## config.mk

```make
export PLATFORM = sky130hd
export DESIGN_NAME = vnu_wr_update_ctrl_mc
export DESIGN_NICKNAME = d
export VERILOG_FILES = /design/src/rtl/vnu_wr_update_ctrl_mc.sv
export SDC_FILE = /design/constraint.sdc
export NUM_CORES = 1
export LEC_CHECK = 0
export ABC_AREA = 1
export BUFFER_PORTS_ARGS = -buffer_cell sky130_fd_sc_hd__buf_2
export CORE_AREA = 2 2 98 53
export DETAILED_ROUTE_END_ITERATION = 10
export DIE_AREA = 0 0 100 55
export GPL_ROUTABILITY_DRIVEN = 0
export PLACE_DENSITY = 0.76
export SLEW_MARGIN = 20
export SYNTH_ARGS = -nofsm -noshare
export SYNTH_HDL_FRONTEND = slang
export SYNTH_SLANG_ARGS = --single-unit
```

## constraint.sdc

```tcl
create_clock -name read_clk -period 2 [get_ports read_clk]
set_input_delay 0.3 -clock read_clk [delete_from_list [all_inputs] [get_ports read_clk]]
set_output_delay 0.3 -clock read_clk [all_outputs]
set_load 0.02 [all_outputs]
```

## src/rtl/vnu_wr_update_ctrl_mc.sv

```systemverilog
// -----------------------------------------------------------------------------
// vnu_wr_update_ctrl_mc
//   Multi-channel VNU write/load sequencer. Each of NUM_CH channels runs its own
//   FSM: accept an init-load or pipe-load request, strobe the matching load
//   output for one cycle, then hold the VNU write enable for WR_HOLD cycles,
//   then wait for a rising edge on its (synchronised) iteration-update level.
//   A per-channel iteration counter stops the channel in DONE after MAX_ITER
//   iterations. Requests that arrive while a channel is busy loading/writing
//   set a sticky error flag.
//
//   Handshake: requests are level-sampled on each rising read_clk edge. A
//   request is consumed only in IDLE. There is no ready back-pressure; a request
//   seen in INIT_LD/PIPE_LD/WR is dropped and flagged in req_err_o.
//
// Ports
//   read_clk            clock, rising edge
//   rst                 asynchronous active-high reset
//   iter_update_i       per-channel iteration-update level (asynchronous)
//   vnu_rd_finish_i     per-channel pipe-load request
//   vnu_init_load_en_i  per-channel initial-load request
//   iter_clr_i          synchronous clear of all channels (highest priority)
//   vnu_wr_o            per-channel VNU write enable
//   init_load_o         per-channel initial-load strobe
//   pipe_load_o         per-channel pipe-load strobe
//   iter_cnt_o          per-channel completed iterations, ch c at [c*ITER_W +: ITER_W]
//   ch_done_o           per-channel reached MAX_ITER
//   all_done_o          all channels done
//   req_err_o           per-channel sticky dropped-request flag
// -----------------------------------------------------------------------------
module vnu_wr_update_ctrl_mc #(
  parameter int NUM_CH     = 4,
  parameter int SYNC_DEPTH = 2,
  parameter int WR_HOLD    = 1,
  parameter int MAX_ITER   = 10,
  parameter int ITER_W     = $clog2(MAX_ITER + 1)
) (
  input  logic                     read_clk,
  input  logic                     rst,
  input  logic [NUM_CH-1:0]        iter_update_i,
  input  logic [NUM_CH-1:0]        vnu_rd_finish_i,
  input  logic [NUM_CH-1:0]        vnu_init_load_en_i,
  input  logic                     iter_clr_i,
  output logic [NUM_CH-1:0]        vnu_wr_o,
  output logic [NUM_CH-1:0]        init_load_o,
  output logic [NUM_CH-1:0]        pipe_load_o,
  output logic [NUM_CH*ITER_W-1:0] iter_cnt_o,
  output logic [NUM_CH-1:0]        ch_done_o,
  output logic                     all_done_o,
  output logic [NUM_CH-1:0]        req_err_o
);

  localparam int HOLD_W = (WR_HOLD > 1) ? $clog2(WR_HOLD) : 1;

  typedef enum logic [2:0] {
    S_IDLE    = 3'd0,
    S_INIT_LD = 3'd1,
    S_PIPE_LD = 3'd2,
    S_WR      = 3'd3,
    S_WAIT_IT = 3'd4,
    S_DONE    = 3'd5
  } state_e;

  for (genvar c = 0; c < NUM_CH; c++) begin : g_ch
    logic              sync_last;
    logic              prev_q;
    logic              upd_edge;
    logic              req;
    state_e            state_q, state_d;
    logic [HOLD_W-1:0] hold_q, hold_d;
    logic [ITER_W-1:0] cnt_q, cnt_d;
    logic              err_q, err_d;

    if (SYNC_DEPTH == 0) begin : g_nosync
      assign sync_last = iter_update_i[c];
    end else begin : g_sync
      // Shift toward the MSB; the MSB is the synchronised level.
      logic [SYNC_DEPTH-1:0] sync_q;
      always_ff @(posedge read_clk or posedge rst) begin
        if (rst) sync_q <= '0;
        else     sync_q <= SYNC_DEPTH'({sync_q, iter_update_i[c]});
      end
      assign sync_last = sync_q[SYNC_DEPTH-1];
    end

    assign upd_edge = sync_last & ~prev_q;
    assign req      = vnu_init_load_en_i[c] | vnu_rd_finish_i[c];

    always_comb begin
      state_d = state_q;
      hold_d  = hold_q;
      cnt_d   = cnt_q;
      err_d   = err_q;
      case (state_q)
        S_IDLE: begin
          if (vnu_init_load_en_i[c])   state_d = S_INIT_LD;
          else if (vnu_rd_finish_i[c]) state_d = S_PIPE_LD;
        end
        S_INIT_LD, S_PIPE_LD: begin
          if (req) err_d = 1'b1;
          hold_d  = '0;
          state_d = S_WR;
        end
        S_WR: begin
          if (req) err_d = 1'b1;
          if (hold_q == HOLD_W'(WR_HOLD - 1)) begin
            hold_d  = '0;
            state_d = S_WAIT_IT;
          end else begin
            hold_d = hold_q + HOLD_W'(1);
          end
        end
        S_WAIT_IT: begin
          // Leaving WAIT_IT on the final iteration is what keeps cnt saturated.
          if (upd_edge) begin
            cnt_d   = cnt_q + ITER_W'(1);
            state_d = (cnt_q + ITER_W'(1) == ITER_W'(MAX_ITER)) ? S_DONE : S_IDLE;
          end
        end
        S_DONE:  state_d = S_DONE;
        default: state_d = S_IDLE;
      endcase
      if (iter_clr_i) begin
        state_d = S_IDLE;
        hold_d  = '0;
        cnt_d   = '0;
        err_d   = 1'b0;
      end
    end

    always_ff @(posedge read_clk or posedge rst) begin
      if (rst) begin
        state_q <= S_IDLE;
        hold_q  <= '0;
        cnt_q   <= '0;
        err_q   <= 1'b0;
        prev_q  <= 1'b0;
      end else begin
        state_q <= state_d;
        hold_q  <= hold_d;
        cnt_q   <= cnt_d;
        err_q   <= err_d;
        prev_q  <= sync_last;
      end
    end

    // Outputs decode only state registers, so reset clears them instantly.
    assign init_load_o[c]                 = (state_q == S_INIT_LD);
    assign pipe_load_o[c]                 = (state_q == S_PIPE_LD);
    assign vnu_wr_o[c]                    = (state_q == S_WR);
    assign ch_done_o[c]                   = (state_q == S_DONE);
    assign req_err_o[c]                   = err_q;
    assign iter_cnt_o[c*ITER_W +: ITER_W] = cnt_q;
  end

  assign all_done_o = &ch_done_o;

endmodule

```

### Yosys cells after proc, flatten, opt, wreduce, memory -nomap -nowiden

Index checks and enable logic that the tools add are counted.

* register bits after elaboration: 48
* bits of input ports: 15
* output and inout bits: 37
* logic and storage cells: 189

* add/subtract/negate cells: 8
* eq/ne operators: 36
* multiplexer cells: 64
* bitwise gates (word level): 12
* reduce and logical (&&, ||, !) cells: 45

Operators by type and width (count)
* $mux 3: 24
* $pmux 3 s5: 4
* $mux 4: 12
* $reduce_bool 2->1: 16
* $eq 3x2->1 const B: 8
* $eq 3x3->1 const B: 8
* $ne 3x3->1 const B: 8
* $mux 1: 20
* $add 4x1->4 const B: 4
* $eq 4x4->1 const B: 4
* $ne 4x4->1 const B: 4
* $reduce_and 2->1: 8
* $eq 3x1->1 const B: 4
* $logic_not 3->1: 4
* $reduce_and 3->1: 4
* $reduce_bool 3->1: 4
* $reduce_or 3->1: 4
* $pmux 1 s2: 4
* $reduce_or 2->1: 4
* $add 1x1->1 const B: 4
* $and 1x1->1: 4
* $not 1->1: 4
* $or 1x1->1: 4
* $reduce_and 4->1: 1

### Depth between registers and ports, before layout

* word-level depth: 6
* depth in mapped cells: 9
* gate-level depth less buffers: 9

### Worst setup path after synthesis

Ideal clock, no wire load.

* path kind: reg2out
* start: reg g_ch[3].state_q[1]
* end: out all_done_o
* data arrival time: 1389 ps
* path slack: 311 ps
* stages on the path, launching flop included: 4
* path buffers: 0
* path through: dfrtp_1 -> inv_1 -> nand3_1 -> nor4_1

* word-level cells in the longest chain between the ends: 2

Ends and longest elaborated chain
* start, declared: RTL line 68 `state_e state_q, state_d;`
* start signal, assigned: RTL line 138 `state_q <= state_d;`
* $eq 3x3->1: RTL line 150 `assign ch_done_o[c] = (state_q == S_DONE);`
* $reduce_and 4->1: RTL line 155 `assign all_done_o = &ch_done_o;`
* end, declared: RTL line 48 `output logic all_done_o,`

Every way passes these cells.

### Worst setup path after layout

Ends and elaborated chain as after synthesis.

==> parameters.txt <==
Parameter                              Value

Logic synthesis
  Number of distinct library cells after synthesis    24
  Flop and latch count out of synthesis    44
  Synth Warn #    0
  Async set-reset flop share out of synthesis    1.000
  Synth top area share    0.4529
  Total nets after synthesis    342
  Cell type contributing the most total cell area after synthesis    dfrtp_1
  Most numerous cell in the Yosys netlist    inv_1
  Ranking of synthesized cells by area    dfrtp_1 45%, inv_1 10%, nand2_1 10%, nand3_1 9.3%, ha_1 4.1%
  EDFF count, synth    0
  Most numerous cell types in the synthesized netlist    68 x inv_1, 66 x nand2_1, 45 x nand3_1
  Prevailing post-synth register cell    dfrtp_1
  Cell count after synthesis    319
  Share of synthesized area occupied by flip-flops and latches    0.4529
  Average cell area after synthesis    7.621 µm²
  Post-synth design cell area    0.002431 mm²

Clock network
  CTS resizes    0
  Clock insertion delay at the later pin of the skew report    300 ps
  Clock sink total    44
  Post-CTS setup repair buffer count    0
  Clock-pin transition on the worst setup and hold timing paths    90 ps
  Clock tree from TritonCTS    done
  Clock tree root buffer cell    clkbuf_8
  TritonCTS buffer count    5
  H-tree levels    2
  Clock Path Buffers    2
  Number of hold buffers added after cts    0

Cells and area
  Number of antenna cells inserted    0
  Finished Layout Cells    435
  Share of post-route cells with drive strength above 1    0.2027
  Filler instances    433
  Area Growth Syn to Fin    16.57%
  Net total in the final layout    397

Floorplan
  Floorplan die width    100 µm
  Area enclosed by the die boundary    0.005500 mm²
  Top-Level Pins    52
  Core region area    0.004684 mm²
  Initial Util    0.5190
  Row cnt    18
  Die extent in y    55 µm

Timing
  Slew Limit Headroom    0.4404
  Hold violation count in the final report    0
  Minimum clock period    1899 ps
  Max-slew violation total from the final report    0
  Final setup vio count    0
  Final worst-path cycle share    0.9495
  Unrepaired setup endpoints after global routing    no
  Max Clk Rate    526.6 MHz
  Transition at the pin with the smallest max-transition slack    834.3 ps
  Worst clock skew on the final layout    7.082 ps
  TNS Setup    0 ps

Power
  Part of the total power dissipated in sequential elements    0.401
  PwrDens    1013 mW/mm²
  Standby leakage power    1.695 nW
  Gate power share    0.397
  Internal power summed over all cells    0.001671 W
  Sw Pwr    0.001200 W
  VDD IR-drop max    0.4513 mV
  Fraction of power spent switching nets    0.4180
  Share of total power in the clock network    0.201

Routing
  Wirelength per Cell    12.41 µm
  Total iterations of the first detailed-routing run    4
  Via density per instance    4.910
  Uppermost metal layer occupied by signal nets    met4
  Total Routed Length    5.398 mm
  Residual antenna-violating net count after detailed routing    0
  Total number of vias    2136
  Detail Route met2 WL    2.254 mm
  Detailed route wirelength on metal3    329 µm
  # DRC    0
  Met1 wire length    2.786 mm
  DR iter-0 viols    123

Placement
  Inst Count DP    427
  Count of buffers inserted at the top-level ports    51
  Half-perimeter wire length of the detailed placement result    4.241 mm

Run
  Max-capacitance violation count    0

Global routing
  Via count of the first global-routing pass    1853
  Antenna violations before repair    0
  First-pass GRT wire length    8.549 mm
  Global router's overall resource usage    0.2053
  Pin count of the biggest net entering global routing    25
  Aggregate global routing overflow    0

Worst setup path
  Largest driver fanout on the critical path    5
  Critical Path Start Type    register
  Highest cell delay on the worst timing path    420 ps
  Crit Path Category    register to primary output
  CP max-delay cell    dfrtp_1
  Crit path required time    1700 ps
  Data arrival time of the critical path    1600 ps
  Worst-path cell chain    inv_1 > nand3_1 > nor4_1 > buf_2
  Crit path capture type    primary output

Status
  Run status    finished, final reports clean

Min path
  Tightest Hold Check Type    primary input to asynchronous set/reset pin
## metrics by stage
stage | util | instance area, µm² | total power [W] | worst slack, ps | hold slack [ps]
after floorplan | - | 2431 | 0.002022 | 310.6 | 331.2
final | 0.6050 | 2834 | 0.002872 | 100.9 | 49.89
after detailed placement | 0.5852 | 2741 | 0.002303 | 408.4 | 334.7
after global placement | 0.5852 | 2741 | 0.002271 | 456.8 | 333.0
after global routing | 0.6050 | 2834 | 0.003067 | 18.33 | 90.86
after CTS | 0.6050 | 2834 | 0.002879 | 82.28 | 73.06
## worst paths after layout
check	from	end	slack, ps	cells after the start
max	g_ch[3].state_q[1]$_DFFE_PP0P_	all_done_o	100	4
min	rst	g_ch[0].cnt_q[3]$_DFFE_PP0P_	50	2
max in group asynchronous	rst	g_ch[1].cnt_q[3]$_DFFE_PP0P_	1340	3
min in group read_clk	iter_update_i[0]	g_ch[0].g_sync.sync_q[0]$_DFF_PP0_	100	1
min reg2reg	g_ch[1].g_sync.sync_q[0]$_DFF_PP0_	g_ch[1].g_sync.sync_q[1]$_DFF_PP0_	350	0
max reg2reg	g_ch[2].cnt_q[0]$_DFFE_PP0P_	g_ch[2].state_q[2]$_DFFE_PP0P_	660	9
## cell families (layout without fill, tap and decap cells)
logic type,count (synthesis),count (layout),synth area share
AOI/OAI and AO/OA,33,33,0.07309
adders and majority gates,8,8,0.04118
buffers and inverters,76,132,0.1271
DFF,44,44,0.4529
and+or+nand+nor,158,158,0.3057
## worst max-delay path: cells and delay by family, from the launching register on
| kind | cells | cell delay [ps] |
|---|---|---|
| buffers and inverters | 2 | 380 |
| DFF | 1 | 420 |
| and+or+nand+nor | 2 | 510 |
## layout by cell type, fill, tap and decap left out, drive strengths merged
cell	n
nand2	69
nor2	28
nand4	5
o21bai	3
clkinv	3
o22ai	1
or2	3
a21oi	10
a31oi	3
and2	3
inv	68
clkbuf	6
dfrtp	44
buf	55
nand3	45
nor3	4
nor4	1
ha	8
o21ai	16
## final cells by class
cell class | count | area [µm²] | area share
clock buffer | 6 | 82.58 | 0.02914
clock inverter | 2 | 10.01 | 0.003532
inverter | 69 | 259.0 | 0.09139
multi-input combinational | 199 | 1021 | 0.3603
sequential | 44 | 1101 | 0.3885
tap | 60 | 75.07 | 0.02649
timing repair buffer | 55 | 285.3 | 0.1007
## registers in the layout, summed over array words and instances, names as in the netlist
name	flops
g_ch.cnt_q	16
g_ch.g_sync.sync_q	8
g_ch.state_q	12
g_ch.prev_q	4
g_ch.err_q	4
## power groups by stage
stage          Combinational, W  Sequential [W]  Clock [W]
3_5_place_dp            0.00113         0.00117          0
5_1_grt                 0.00127         0.00117   0.000634
6_report                0.00114         0.00115   0.000578
4_1_cts                 0.00114         0.00115   0.000590
3_3_place_gp            0.00112         0.00115          0
2_1_floorplan          0.000881         0.00114          0
## metal layers
metal,GRT usage,vias to the layer above
li1,-,1103
met1,0.2986,965
met2,0.3187,64
met3,0.04899,4
met4,0.04110,0
met5,0,-
Note: power is estimated with default switching activity, not from simulation.
